**config.mk**
```make
export PLATFORM = sky130hd
export DESIGN_NAME = load_store_unit_flat
export DESIGN_NICKNAME = d
export VERILOG_FILES = /design/src/rtl/load_store_unit_if.sv /design/src/rtl/load_store_unit.sv /design/src/flat_wrapper.sv
export SDC_FILE = /design/constraint.sdc
export NUM_CORES = 1
export LEC_CHECK = 0
export ABC_CLOCK_PERIOD_IN_PS = 1950
export BUFFER_PORTS_ARGS = -buffer_cell sky130_fd_sc_hd__clkbuf_2
export CAP_MARGIN = 25
export CORE_ASPECT_RATIO = 0.6
export CORE_MARGIN = 8
export CORE_UTILIZATION = 45
export CTS_BUF_LIST = sky130_fd_sc_hd__clkbuf_8
export DETAILED_ROUTE_END_ITERATION = 10
export MAX_ROUTING_LAYER = met4
export PLACE_DENSITY = 0.84
export SYNTH_ARGS = -nofsm -noshare
export SYNTH_HDL_FRONTEND = slang
export SYNTH_SLANG_ARGS = --single-unit
```
**constraint.sdc**
```tcl
create_clock -name clk -period 1.95 [get_ports clk]
set_input_delay 0.4875 -clock clk [delete_from_list [all_inputs] [get_ports clk]]
set_output_delay 0.4875 -clock clk [all_outputs]
set_load 0.1 [all_outputs]
```
**src/rtl/load_store_unit_if.sv**
```systemverilog
// Bundle of request/response handshake and data-RAM port signals for load_store_unit.
// slave is the unit itself; master is the surrounding pipeline plus RAM.
interface load_store_unit_if;
    logic        req_valid;
    logic        req_ready;
    logic        req_write;
    logic [2:0]  req_funct3;
    logic [31:0] req_addr;
    logic [31:0] req_wdata;
    logic        resp_valid;
    logic        resp_error;
    logic [31:0] resp_rdata;
    logic        mem_read_enable;
    logic [3:0]  mem_write_enable;
    logic [31:0] mem_address;
    logic [31:0] mem_data_in;
    logic [31:0] mem_data_out;

    modport master (
        output req_valid, req_write, req_funct3, req_addr, req_wdata, mem_data_out,
        input  req_ready, resp_valid, resp_error, resp_rdata,
        input  mem_read_enable, mem_write_enable, mem_address, mem_data_in
    );

    modport slave (
        input  req_valid, req_write, req_funct3, req_addr, req_wdata, mem_data_out,
        output req_ready, resp_valid, resp_error, resp_rdata,
        output mem_read_enable, mem_write_enable, mem_address, mem_data_in
    );
endinterface

```
**src/rtl/load_store_unit.sv**
```systemverilog
// Single-outstanding load/store initiator: RV32I width decode, lane strobes and
// replication, registered-read latency wait, and aligned sign/zero-extended loads.
module load_store_unit #(
    parameter int unsigned READ_LATENCY = 1
) (
    input  logic             clk,
    input  logic             reset,
    load_store_unit_if.slave bus
);
    localparam int unsigned CW = (READ_LATENCY > 1) ? $clog2(READ_LATENCY) : 1;

    typedef enum logic [1:0] {
        S_IDLE,
        S_ACCESS,
        S_WAIT,
        S_RESP
    } state_t;

    state_t        state_q, state_d;
    logic [CW-1:0] wait_cnt;
    logic          op_write;
    logic [2:0]    op_funct3;
    logic [1:0]    op_offset;

    logic          accept;
    logic          req_err;
    logic [3:0]    req_strobe;
    logic [31:0]   req_wdata_rep;
    logic [31:0]   shifted;
    logic [31:0]   load_val;

    assign bus.req_ready = (state_q == S_IDLE);

    // Request decode, evaluated on the raw request so results land on the accept edge
    always_comb begin
        accept        = bus.req_valid && (state_q == S_IDLE);
        req_err       = 1'b0;
        req_strobe    = 4'b1111;
        req_wdata_rep = bus.req_wdata;

        if (bus.req_write)
            req_err = bus.req_funct3[2] || (bus.req_funct3[1:0] == 2'b11);
        else
            req_err = (bus.req_funct3[1:0] == 2'b11) || (bus.req_funct3 == 3'b110);

        if ((bus.req_funct3[1:0] == 2'b01) && bus.req_addr[0])
            req_err = 1'b1;
        if ((bus.req_funct3[1:0] == 2'b10) && (bus.req_addr[1:0] != 2'b00))
            req_err = 1'b1;

        case (bus.req_funct3[1:0])
            2'b00: begin
                req_strobe    = 4'b0001 << bus.req_addr[1:0];
                req_wdata_rep = {4{bus.req_wdata[7:0]}};
            end
            2'b01: begin
                req_strobe    = bus.req_addr[1] ? 4'b1100 : 4'b0011;
                req_wdata_rep = {2{bus.req_wdata[15:0]}};
            end
            default: begin
                req_strobe    = 4'b1111;
                req_wdata_rep = bus.req_wdata;
            end
        endcase
    end

    always_comb begin
        shifted  = bus.mem_data_out >> {op_offset, 3'b000};
        load_val = bus.mem_data_out;
        case (op_funct3)
            3'b000:  load_val = {{24{shifted[7]}}, shifted[7:0]};
            3'b100:  load_val = {24'h000000, shifted[7:0]};
            3'b001:  load_val = {{16{shifted[15]}}, shifted[15:0]};
            3'b101:  load_val = {16'h0000, shifted[15:0]};
            default: load_val = bus.mem_data_out;
        endcase
    end

    always_comb begin
        state_d = state_q;
        case (state_q)
            S_IDLE:   if (accept) state_d = req_err ? S_RESP : S_ACCESS;
            S_ACCESS: state_d = op_write ? S_RESP : S_WAIT;
            S_WAIT:   if (wait_cnt == '0) state_d = S_RESP;
            S_RESP:   state_d = S_IDLE;
            default:  state_d = S_IDLE;
        endcase
    end

    // Outputs are registered from the current state so strobes and resp_valid
    // appear exactly in the cycle of the state they belong to.
    always_ff @(posedge clk) begin
        if (reset) begin
            state_q              <= S_IDLE;
            wait_cnt             <= '0;
            op_write             <= 1'b0;
            op_funct3            <= '0;
            op_offset            <= '0;
            bus.resp_valid       <= 1'b0;
            bus.resp_error       <= 1'b0;
            bus.resp_rdata       <= '0;
            bus.mem_read_enable  <= 1'b0;
            bus.mem_write_enable <= '0;
            bus.mem_address      <= '0;
            bus.mem_data_in      <= '0;
        end else begin
            state_q              <= state_d;
            bus.resp_valid       <= 1'b0;
            bus.mem_read_enable  <= 1'b0;
            bus.mem_write_enable <= '0;
            case (state_q)
                S_IDLE: begin
                    if (accept) begin
                        op_write       <= bus.req_write;
                        op_funct3      <= bus.req_funct3;
                        op_offset      <= bus.req_addr[1:0];
                        bus.resp_error <= req_err;
                        bus.resp_rdata <= '0;
                        if (req_err) begin
                            bus.resp_valid <= 1'b1;
                        end else begin
                            bus.mem_address <= {2'b00, bus.req_addr[31:2]};
                            bus.mem_data_in <= req_wdata_rep;
                            if (bus.req_write)
                                bus.mem_write_enable <= req_strobe;
                            else
                                bus.mem_read_enable <= 1'b1;
                        end
                    end
                end
                S_ACCESS: begin
                    wait_cnt <= CW'(READ_LATENCY - 1);
                    if (op_write)
                        bus.resp_valid <= 1'b1;
                end
                S_WAIT: begin
                    if (wait_cnt == '0) begin
                        bus.resp_rdata <= load_val;
                        bus.resp_valid <= 1'b1;
                    end else begin
                        wait_cnt <= wait_cnt - 1'b1;
                    end
                end
                default: ;
            endcase
        end
    end
endmodule

```
**src/flat_wrapper.sv**
```systemverilog
// flat-port wrapper written by rule: the top's interface ports become plain ports
module load_store_unit_flat 
#(
    parameter int unsigned READ_LATENCY = 1
)
  (clk, reset, bus_req_valid, bus_req_write, bus_req_funct3, bus_req_addr, bus_req_wdata, bus_mem_data_out, bus_req_ready, bus_resp_valid, bus_resp_error, bus_resp_rdata, bus_mem_read_enable, bus_mem_write_enable, bus_mem_address, bus_mem_data_in);
  load_store_unit_if bus_i ();
  input  logic clk;
  input  logic reset;
  input wire logic [$bits(bus_i.req_valid)-1:0] bus_req_valid;
  input wire logic [$bits(bus_i.req_write)-1:0] bus_req_write;
  input wire logic [$bits(bus_i.req_funct3)-1:0] bus_req_funct3;
  input wire logic [$bits(bus_i.req_addr)-1:0] bus_req_addr;
  input wire logic [$bits(bus_i.req_wdata)-1:0] bus_req_wdata;
  input wire logic [$bits(bus_i.mem_data_out)-1:0] bus_mem_data_out;
  output wire logic [$bits(bus_i.req_ready)-1:0] bus_req_ready;
  output wire logic [$bits(bus_i.resp_valid)-1:0] bus_resp_valid;
  output wire logic [$bits(bus_i.resp_error)-1:0] bus_resp_error;
  output wire logic [$bits(bus_i.resp_rdata)-1:0] bus_resp_rdata;
  output wire logic [$bits(bus_i.mem_read_enable)-1:0] bus_mem_read_enable;
  output wire logic [$bits(bus_i.mem_write_enable)-1:0] bus_mem_write_enable;
  output wire logic [$bits(bus_i.mem_address)-1:0] bus_mem_address;
  output wire logic [$bits(bus_i.mem_data_in)-1:0] bus_mem_data_in;
  assign bus_i.req_valid = bus_req_valid;
  assign bus_i.req_write = bus_req_write;
  assign bus_i.req_funct3 = bus_req_funct3;
  assign bus_i.req_addr = bus_req_addr;
  assign bus_i.req_wdata = bus_req_wdata;
  assign bus_i.mem_data_out = bus_mem_data_out;
  assign bus_req_ready = bus_i.req_ready;
  assign bus_resp_valid = bus_i.resp_valid;
  assign bus_resp_error = bus_i.resp_error;
  assign bus_resp_rdata = bus_i.resp_rdata;
  assign bus_mem_read_enable = bus_i.mem_read_enable;
  assign bus_mem_write_enable = bus_i.mem_write_enable;
  assign bus_mem_address = bus_i.mem_address;
  assign bus_mem_data_in = bus_i.mem_data_in;
  load_store_unit #(.READ_LATENCY(READ_LATENCY)) u_core (.clk(clk), .reset(reset), .bus(bus_i));
endmodule
```
## Word level (Yosys, flattened, before mapping)

Cells that the tools add are included.

- Register bits: 110

- Add/subtract/negate cells: 1
- Eq/ne operators: 12
- Shift operators: 2
- Multiplexer cells: 23
- Bitwise gates (word level): 4
- Reductions and logical operators: 17

Operator list:

| kind | number |
|---|---|
| one-hot mux 32 bit (2 select lines) | 2 |
| one-hot mux 32 bit (4 select lines) | 1 |
| two-way mux 32 bit | 2 |
| >> shifter 32 x 5 -> 16 bit | 1 |
| two-way mux 1 bit | 10 |
| == test 3 bit, second input constant | 3 |
| == test 2 bit, second input constant | 4 |
| one-hot mux 2 bit (4 select lines) | 1 |
| one-hot mux 4 bit (2 select lines) | 1 |
| two-way mux 2 bit | 3 |
| AND reduction 3 bit | 2 |
| nonzero test 2 bit | 3 |
| OR reduction 5 bit | 1 |
| == test 2 x 1 -> 1 bit, second input constant | 2 |
| logical NOT 2 bit | 2 |
| two-way mux 4 bit | 1 |
| NOT 1 bit | 4 |
| AND reduction 2 bit | 2 |
| OR reduction 4 bit | 1 |
| << shifter 1 x 2 -> 4 bit, first input constant | 1 |
| == test 3 x 1 -> 1 bit, second input constant | 1 |
| logical AND 1 bit | 3 |
| logical NOT 3 bit | 1 |
| one-hot mux 1 bit (3 select lines) | 1 |
| 5 further kinds | 6 |

## Depth between registers and ports, before layout

Gate-level depths: netlist (run 1).

- Word-level depth: 8
- Gate-level depth with buffers: 9
- Depth with buffers taken out: 6

## Worst setup path before layout (run 1)

OpenSTA, ideal clock, no wires.

- Path kind: reg-to-reg
- From: register u_core.state_q[0]
- To: register u_core.bus.mem_address[0]
- Setup time: 0.132 ns
- Arrival: 2.382 ns
- Data required time: 1.818 ns
- Setup slack: -0.565 ns
- Cell stages (with the launch flop): 10
- Period minus slack after synthesis: 2.515 ns
- Cells stage by stage: dfxtp_1 > inv_1 > ha_1 > and2_1 > clkbuf_1 > o21ai_0 > clkbuf_1 > buf_2 > nand2_1 > a21oi_1

- Cells in the longest elaborated chain, start to end: 3

Ends and longest elaborated chain:

| item | line | RTL |
|---|---|---|
| from (decl) | load_store_unit.sv:19 | `state_t state_q, state_d;` |
| from (signal assigned) | load_store_unit.sv:107 | `state_q <= state_d;` |
| logical NOT 2 bit (*) | -- |  |
| via bus_req_ready | flat_wrapper.sv:16 | `output wire logic [$bits(bus_i.req_ready)-1:0] bus_req_ready;` |
| logical AND 1 bit | load_store_unit.sv:36 | `accept = bus.req_valid && (state_q == S_IDLE);` |
| AND reduction 3 bit (no source line) (*) | -- |  |
| to (signal assigned) | load_store_unit.sv:122 | `bus.mem_address <= {2'b00, bus.req_addr[31:2]};` |
| to (decl) | load_store_unit_if.sv:28 | `output mem_read_enable, mem_write_enable, mem_address, mem_data_in` |

Mark *: on every way through the listed nets, which the timed path passes. The rest lies on a longest branch.
A chain may end at the register's enable or synchronous reset.

## Worst setup path in the final report (run 1)

- From: register u_core.state_q[1]
- To: output port bus_req_ready

- Cells in the longest elaborated chain, start to end: 1

Ends and longest elaborated chain:

| item | line | RTL |
|---|---|---|
| logical NOT 2 bit | load_store_unit.sv:32 | `assign bus.req_ready = (state_q == S_IDLE);` |
| to (decl) | flat_wrapper.sv:16 |  |

Every way passes these cells.

==> run_results.csv, run 1 <==
group,metric,value,unit
sta,setup_violations,0,
pwr,p_comb_share,50.3,%
routing,ant_nets,0,
synth,syn-cell-area,0.00482,sq mm
synth,synth_ff_type,"dfxtp_1",
grt,grt_usage,21.6,%
grt,grt_pass1_wl,24.1,mm
synth,synth.ff_latch_count,109,
sta,relSlewSlack,61.8,%
synth,synth_edf_count,0,
clocking,post-cts-setup-buffers,0,
sta,layout_worst_path_cycle_share,94.0,%
synth,ys_types,43,
critical_path,crit_path_start_kind,"register",
critical_path,arrival,1350,ps
clocking,cts_inserted_buffers,9,
routing,drt_wl_total,15.5,mm
die,pin_count,207,
finish,n_antenna_cell,0,
placement,place_congestion,0.939,
critical_path,cp_max_fo,5,
clocking,cts_hold_buf,0,
die,core_area,0.0105,sq mm
sta,skew,4.18,ps
grt,gr-usage-met3,5.54,%
critical_path,reg2reg_depth,6,
critical_path,endpoint_kind,"output pin",
sta,setup_ws,117,ps
pwr,intPower,4.10,mW
clocking,clock_latency,370,ps
grt,grt_max_degree,107,
job,maxCapViolCount,0,
pwr,p_leak,2.75,nW
finish,finish.instance_area,0.00635,sq mm
die,die_h,96.1,um
finish,final_common_cell,"clkbuf_2",
clocking,root_buffer,"clkbuf_8",
placement,post-place-ws,-97.6,ps
critical_path,worst-setup-path-type,"register to output pin",
synth,synth_area_leaders,"dfxtp_1, nand2_1, a21oi_1, mux2i_1, a22oi_1",
clocking,cts-resized-gates,0,
synth,async_flop_share,0,%
synth,synth-seq-area-share,45.3,%
finish,fillCellCount,913,
grt,grt_busiest_layer,"met2",
placement,portBuffers,204,
pwr,switching_share,51.1,%
sta,fmax,546,MHz
hold_path,hp-class,"input port to register",
routing,route.detailed.drc,0,
synth,avgSynthCellArea,8.23,sq um
routing,drt_iter0_drc,404,
die,die_area,0.0144,sq mm
synth,synth.top_cell.area_share,45.3,%
placement,dpl.hpwl,11.7,mm
hold_path,whs_path_depth,3,
synth,yosysWarnings,0,
die,rows,29,
clocking,cts.htree.levels,3,
grt,grt-ovfl-total,0,
pwr,worst_ir_drop_vdd,0.000897,V
sta,tightest_slew,575,ps
pwr,p_switching,4.29,mW
clocking,clock_sinks,109,
pwr,p_per_area,1320,mW/mm^2
routing,via_count,4948,
die,die_w,150,um
routing,vias_per_cell,5.33,
grt,antenna_found_initial,0,
clocking,clk_pin_slew_worst_paths,100,ps
die,start_util,45.9,%
sta,period_minus_slack,1830,ps
finish,nets,893,
synth,synth_top_area_cell,"dfxtp_1",
grt,use_met1,28.5,%
grt,use_met2,32.4,%
pwr,clockPowerShare,16.7,%
sta,hold_viol,0,
finish,layout_common_cells,"clkbuf_2, nand2_1, dfxtp_1, a21oi_1",
routing,dr.pass1.iters,5,
finish,area_delta_synth_final,31.9,%
routing,detail_route.wl_per_cell,16.7,um
synth,synth_cells,585,
clocking,clockBufferDepth,2,
grt,grt_pass1_vias,4731,
critical_path,worstPathRequired,1460,ps
clocking,cts_tree,"built",
finish,drive_above_1_share,33.5,%
run_status,status,"completed",
sta,maxSlewViolCount,0,
pwr,seq_power_share,33.0,%
sta,rsz0062_at_grt,"false",
placement,place_area,0.00615,sq mm
-- path summary, 6_finish.rpt --
path                                             endpoint  slack (ps)                                    start
hold / removal    u_core.bus.mem_address[10]$_SDFFE_PP0P_         320                         bus_req_addr[12]
hold reg to reg   u_core.bus.mem_address[13]$_SDFFE_PP0P_         460  u_core.bus.mem_address[13]$_SDFFE_PP0P_
setup reg to reg   u_core.bus.resp_rdata[16]$_SDFFE_PP0P_         170           u_core.state_q[0]$_SDFFE_PP0P_
setup / recovery                            bus_req_ready         120           u_core.state_q[1]$_SDFFE_PP0P_
-- power groups by stage --
stage                     clock network, mW  registers (mW)  logic (mW)
after global placement                    0            2.80        4.19
final                                  1.40            2.77        4.22
after global routing                   1.52            2.81        4.45
after detailed placement                  0            2.81        4.21
after floorplan                           0            4.81        1.29
after CTS                              1.43            2.76        4.22
-- flip-flops by register name, indices dropped and copies added, names as in the netlist --
register                     cells
u_core.op_offset                 2
u_core.bus.mem_address          30
u_core.bus.resp_error            1
u_core.bus.mem_read_enable       1
u_core.op_funct3                 3
u_core.state_q                   2
u_core.bus.resp_rdata           32
u_core.bus.resp_valid            1
u_core.bus.mem_write_enable      4
u_core.bus.mem_data_in          32
u_core.op_write                  1
-- cell usage after synthesis, types with 2 or more instances --
cell type / number
clkbuf_1: 34
a21oi_1: 75
dfxtp_1: 109
ha_1: 5
buf_2: 12
nand3_1: 8
o22ai_1: 8
mux2i_1: 27
o2111ai_1: 7
a211oi_1: 10
nor3b_1: 2
inv_1: 12
a311oi_1: 9
nand3b_1: 9
nand2_1: 122
nand2b_1: 10
and2_1: 2
buf_1: 2
o21ai_0: 35
o21bai_1: 2
a22oi_1: 24
nor2_1: 23
buf_4: 4
o32ai_1: 2
o211ai_1: 14
-- layout make-up --
class / count / area [sq um] / share of cell area (%)
Clock buffer: 10 / 138 / 2.17
Clock inverter: 6 / 62.6 / 0.985
Inverter: 13 / 48.8 / 0.768
Multi-Input combinational cell: 411 / 2380 / 37.5
Sequential cell: 109 / 2180 / 34.3
Tap cell: 139 / 174 / 2.74
Timing Repair Buffer: 241 / 1370 / 21.5
-- stage by stage --
step,power (mW),instances,utilization [%],hold slack [ps],setup TNS [ps]
floorplan,6.10,586,-,437,0
global placement,6.99,913,58.7,442,-246
detailed placement,7.02,913,58.7,446,-1320
CTS,8.41,929,60.6,302,0
global route,8.78,929,60.6,299,0
finish,8.39,929,60.6,322,0
-- cells by family after synthesis --
family	count (synthesis)	synth area share (%)
flops	109	45.3
buf+inv	66	5.92
other cells	1	0.0778
mux	28	5.84
fa+ha+maj	5	1.30
compound gates	193	25.1
simple gates	183	16.5
-- routing by layer --
metal,share of wire [%],wire length [um]
met2,45,7050
met5,0,0
met4,0.97,151
met3,7.6,1180
met1,46,7150
-- critical path, cell delays in order, from the launching register on --
cell and delay [ps]:
dfxtp_1 350, inv_1 150, ha_4 180, buf_4 290
Note: power is estimated with default switching activity, not from simulation.
==> inputs of run 2 (changes only) <==
--- a/config.mk
+++ b/config.mk
@@ -5,6 +5,7 @@
 export SDC_FILE = /design/constraint.sdc
 export NUM_CORES = 1
 export LEC_CHECK = 0
+export ABC_AREA = 1
 export ABC_CLOCK_PERIOD_IN_PS = 1950
 export BUFFER_PORTS_ARGS = -buffer_cell sky130_fd_sc_hd__clkbuf_2
 export CAP_MARGIN = 25
==> run_results.csv, run 2 <==
group,metric,value,unit
finish,fillCellCount,1014,
finish,reg_top3,"u_core.bus.mem_data_in: 32 flops, u_core.bus.resp_rdata: 32 flops, u_core.bus.mem_address: 30 flops",
clocking,cts_tree,"built",
critical_path,cp-startpoint,"u_core.state_q[0]$_SDFFE_PP0P_",
die,die_w,152,um
clocking,post-cts-setup-buffers,0,
synth,synth.top_cell.area_share,43.6,%
routing,wl_met2,7.23,mm
die,core_area,0.0107,sq mm
critical_path,endpoint_kind,"output pin",
critical_path,reg2reg_depth,5,
synth,synth-seq-area-share,43.6,%
synth,synth_edf_count,0,
critical_path,r2r_setup_slack,200,ps
placement,dpl.cell_count,999,
clocking,clock_sinks,109,
routing,dr.pass1.iters,5,
grt,grt_usage,22.5,%
finish,area_delta_synth_final,25.6,%
finish,n_antenna_cell,0,
sta,hold_viol,0,
critical_path,worst-setup-path-type,"register to output pin",
critical_path,timing.rr.end,"u_core.bus.resp_rdata[5]$_SDFFE_PP0P_",
job,maxCapViolCount,0,
clocking,cts_hold_buf,0,
clocking,cts_inserted_buffers,9,
placement,place_area,0.00608,sq mm
synth,async_flop_share,0,%
finish,nets,979,
critical_path,arrival,1360,ps
grt,grt_pass1_wl,26.7,mm
hold_path,hp-class,"input port to register",
synth,yosysWarnings,0,
sta,rsz0062_at_grt,"false",
synth,syn-cell-area,0.00501,sq mm
clocking,clockBufferDepth,2,
sta,layout_worst_path_cycle_share,94.7,%
routing,highest_layer,"met4",
critical_path,critPathCapture,"bus_req_ready",
critical_path,crit_path_start_kind,"register",
sta,relSlewSlack,60.6,%
synth,synth_ff_type,"dfxtp_1",
synth,synth_cells,689,
sta,tns,0,ps
pwr,p_per_area,1360,mW/mm^2
die,pin_count,207,
sta,setup_violations,0,
sta,skew,7.10,ps
die,die_area,0.0149,sq mm
finish,seq_area,0.00218,sq mm
synth,synth.ff_latch_count,109,
routing,drt_wl_total,16.6,mm
grt,grt_pass1_vias,5119,
critical_path,worstPathRequired,1460,ps
finish,instances_no_fill,1015,
finish,final_common_cell,"clkbuf_2",
placement,place_congestion,0.950,
placement,dpl.hpwl,12.6,mm
pwr,p_leak,3.12,nW
routing,via_count,5306,
synth,avgSynthCellArea,7.27,sq um
critical_path,cp_max_fo,4,
synth,ys_types,30,
clocking,cts-resized-gates,0,
run_status,status,"completed",
finish,drive_above_1_share,31.5,%
clocking,clock_latency,380,ps
sta,fmax,542,MHz
sta,period_minus_slack,1850,ps
routing,route.detailed.drc,0,
critical_path,reg2reg_from,"u_core.op_offset[0]$_SDFFE_PP0P_",
finish,finish.instance_area,0.00629,sq mm
synth,yosysMostFrequentCell,"nand2_1",
die,start_util,46.8,%
placement,portBuffers,204,
routing,vias_per_cell,5.23,
clocking,root_buffer,"clkbuf_8",
sta,tightest_slew,594,ps
grt,grt-ovfl-total,0,
grt,antenna_found_initial,0,
pwr,worst_ir_drop_vdd,0.000646,V
synth,synth_common_cells,"nand2_1, dfxtp_1, nand3_1",
clocking,clk_pin_slew_worst_paths,100,ps
routing,drt_iter0_drc,435,
routing,ant_nets,0,
die,rows,29,
finish,layout_common_cells,"clkbuf_2, nand2_1, dfxtp_1, nand3_1, a21oi_1",
die,die_h,97.7,um
synth,synth_area_leaders,"dfxtp_1, nand2_1, nand3_1, a21oi_1, o21ai_0",
grt,grt_max_degree,63,
routing,detail_route.wl_per_cell,16.4,um
finish,multi_input_area,0.00239,sq mm
routing,dr_wl_met3,2.02,mm
routing,wl_met1,7.20,mm
clocking,cts.htree.levels,3,
sta,maxSlewViolCount,0,
synth,synth_top_area_cell,"dfxtp_1",
## run 2: layout make-up
type                            instances  share of cell area [%]
Inverter                               42                    2.66
Sequential cell                       109                    34.7
Multi-Input combinational cell        490                    37.9
Tap cell                              139                    2.76
Clock buffer                           10                    2.19
Clock inverter                          6                    1.11
Timing Repair Buffer                  219                    18.7
## run 2: logic make-up after synthesis
group	Yosys count	synth area share (%)
compound gates	148	16.1
flops	109	43.6
fa+ha+maj	5	1.25
buf+inv	91	9.09
other cells	1	0.0749
simple gates	335	29.9
## run 2: report_power, final
part / internal, mW / leakage (nW) / switching (mW) / total (mW)
Combinational: 0.924 / 2.13 / 3.42 / 4.34
Clock: 0.641 / 0.107 / 0.797 / 1.44
Sequential: 2.53 / 0.885 / 0.231 / 2.76
Total: 4.10 / 3.12 / 4.44 / 8.54
## run 2: critical path, cell delays in order, from the launching register on
cell	delay [ps]
dfxtp_1	350
inv_1	150
ha_4	170
buf_4	310
## run 2: worst min path at each step
stage | from | endpoint | slack (ps) | cells past startpoint
after floorplan | u_core.op_write$_SDFFE_PP0P_ | u_core.op_write$_SDFFE_PP0P_ | 460 | 2
after global placement | u_core.bus.resp_rdata[6]$_SDFFE_PP0P_ | u_core.bus.resp_rdata[6]$_SDFFE_PP0P_ | 450 | 2
after detailed placement | u_core.bus.resp_rdata[6]$_SDFFE_PP0P_ | u_core.bus.resp_rdata[6]$_SDFFE_PP0P_ | 460 | 2
after CTS | bus_req_addr[4] | u_core.bus.mem_address[2]$_SDFFE_PP0P_ | 260 | 3
after global routing | bus_req_addr[4] | u_core.bus.mem_address[2]$_SDFFE_PP0P_ | 270 | 3
final | bus_req_addr[4] | u_core.bus.mem_address[2]$_SDFFE_PP0P_ | 290 | 3
## run 2: through the flow
stage	setup slack (ps)	total power [mW]	hold WS [ps]	util, %
floorplan	179	6.37	455	-
global placement	251	7.09	454	56.8
detailed placement	212	7.14	459	56.8
CTS	68.8	8.59	264	58.8
global route	13.7	8.98	274	58.8
finish	104	8.54	288	58.8
## run 2: per-layer routing
metal  up-vias  global-route usage (%)
li1       2634                       -
met4         0                    4.74
met3        14                    9.50
met2       263                    33.1
met5         -                       -
met1      2395                    28.1
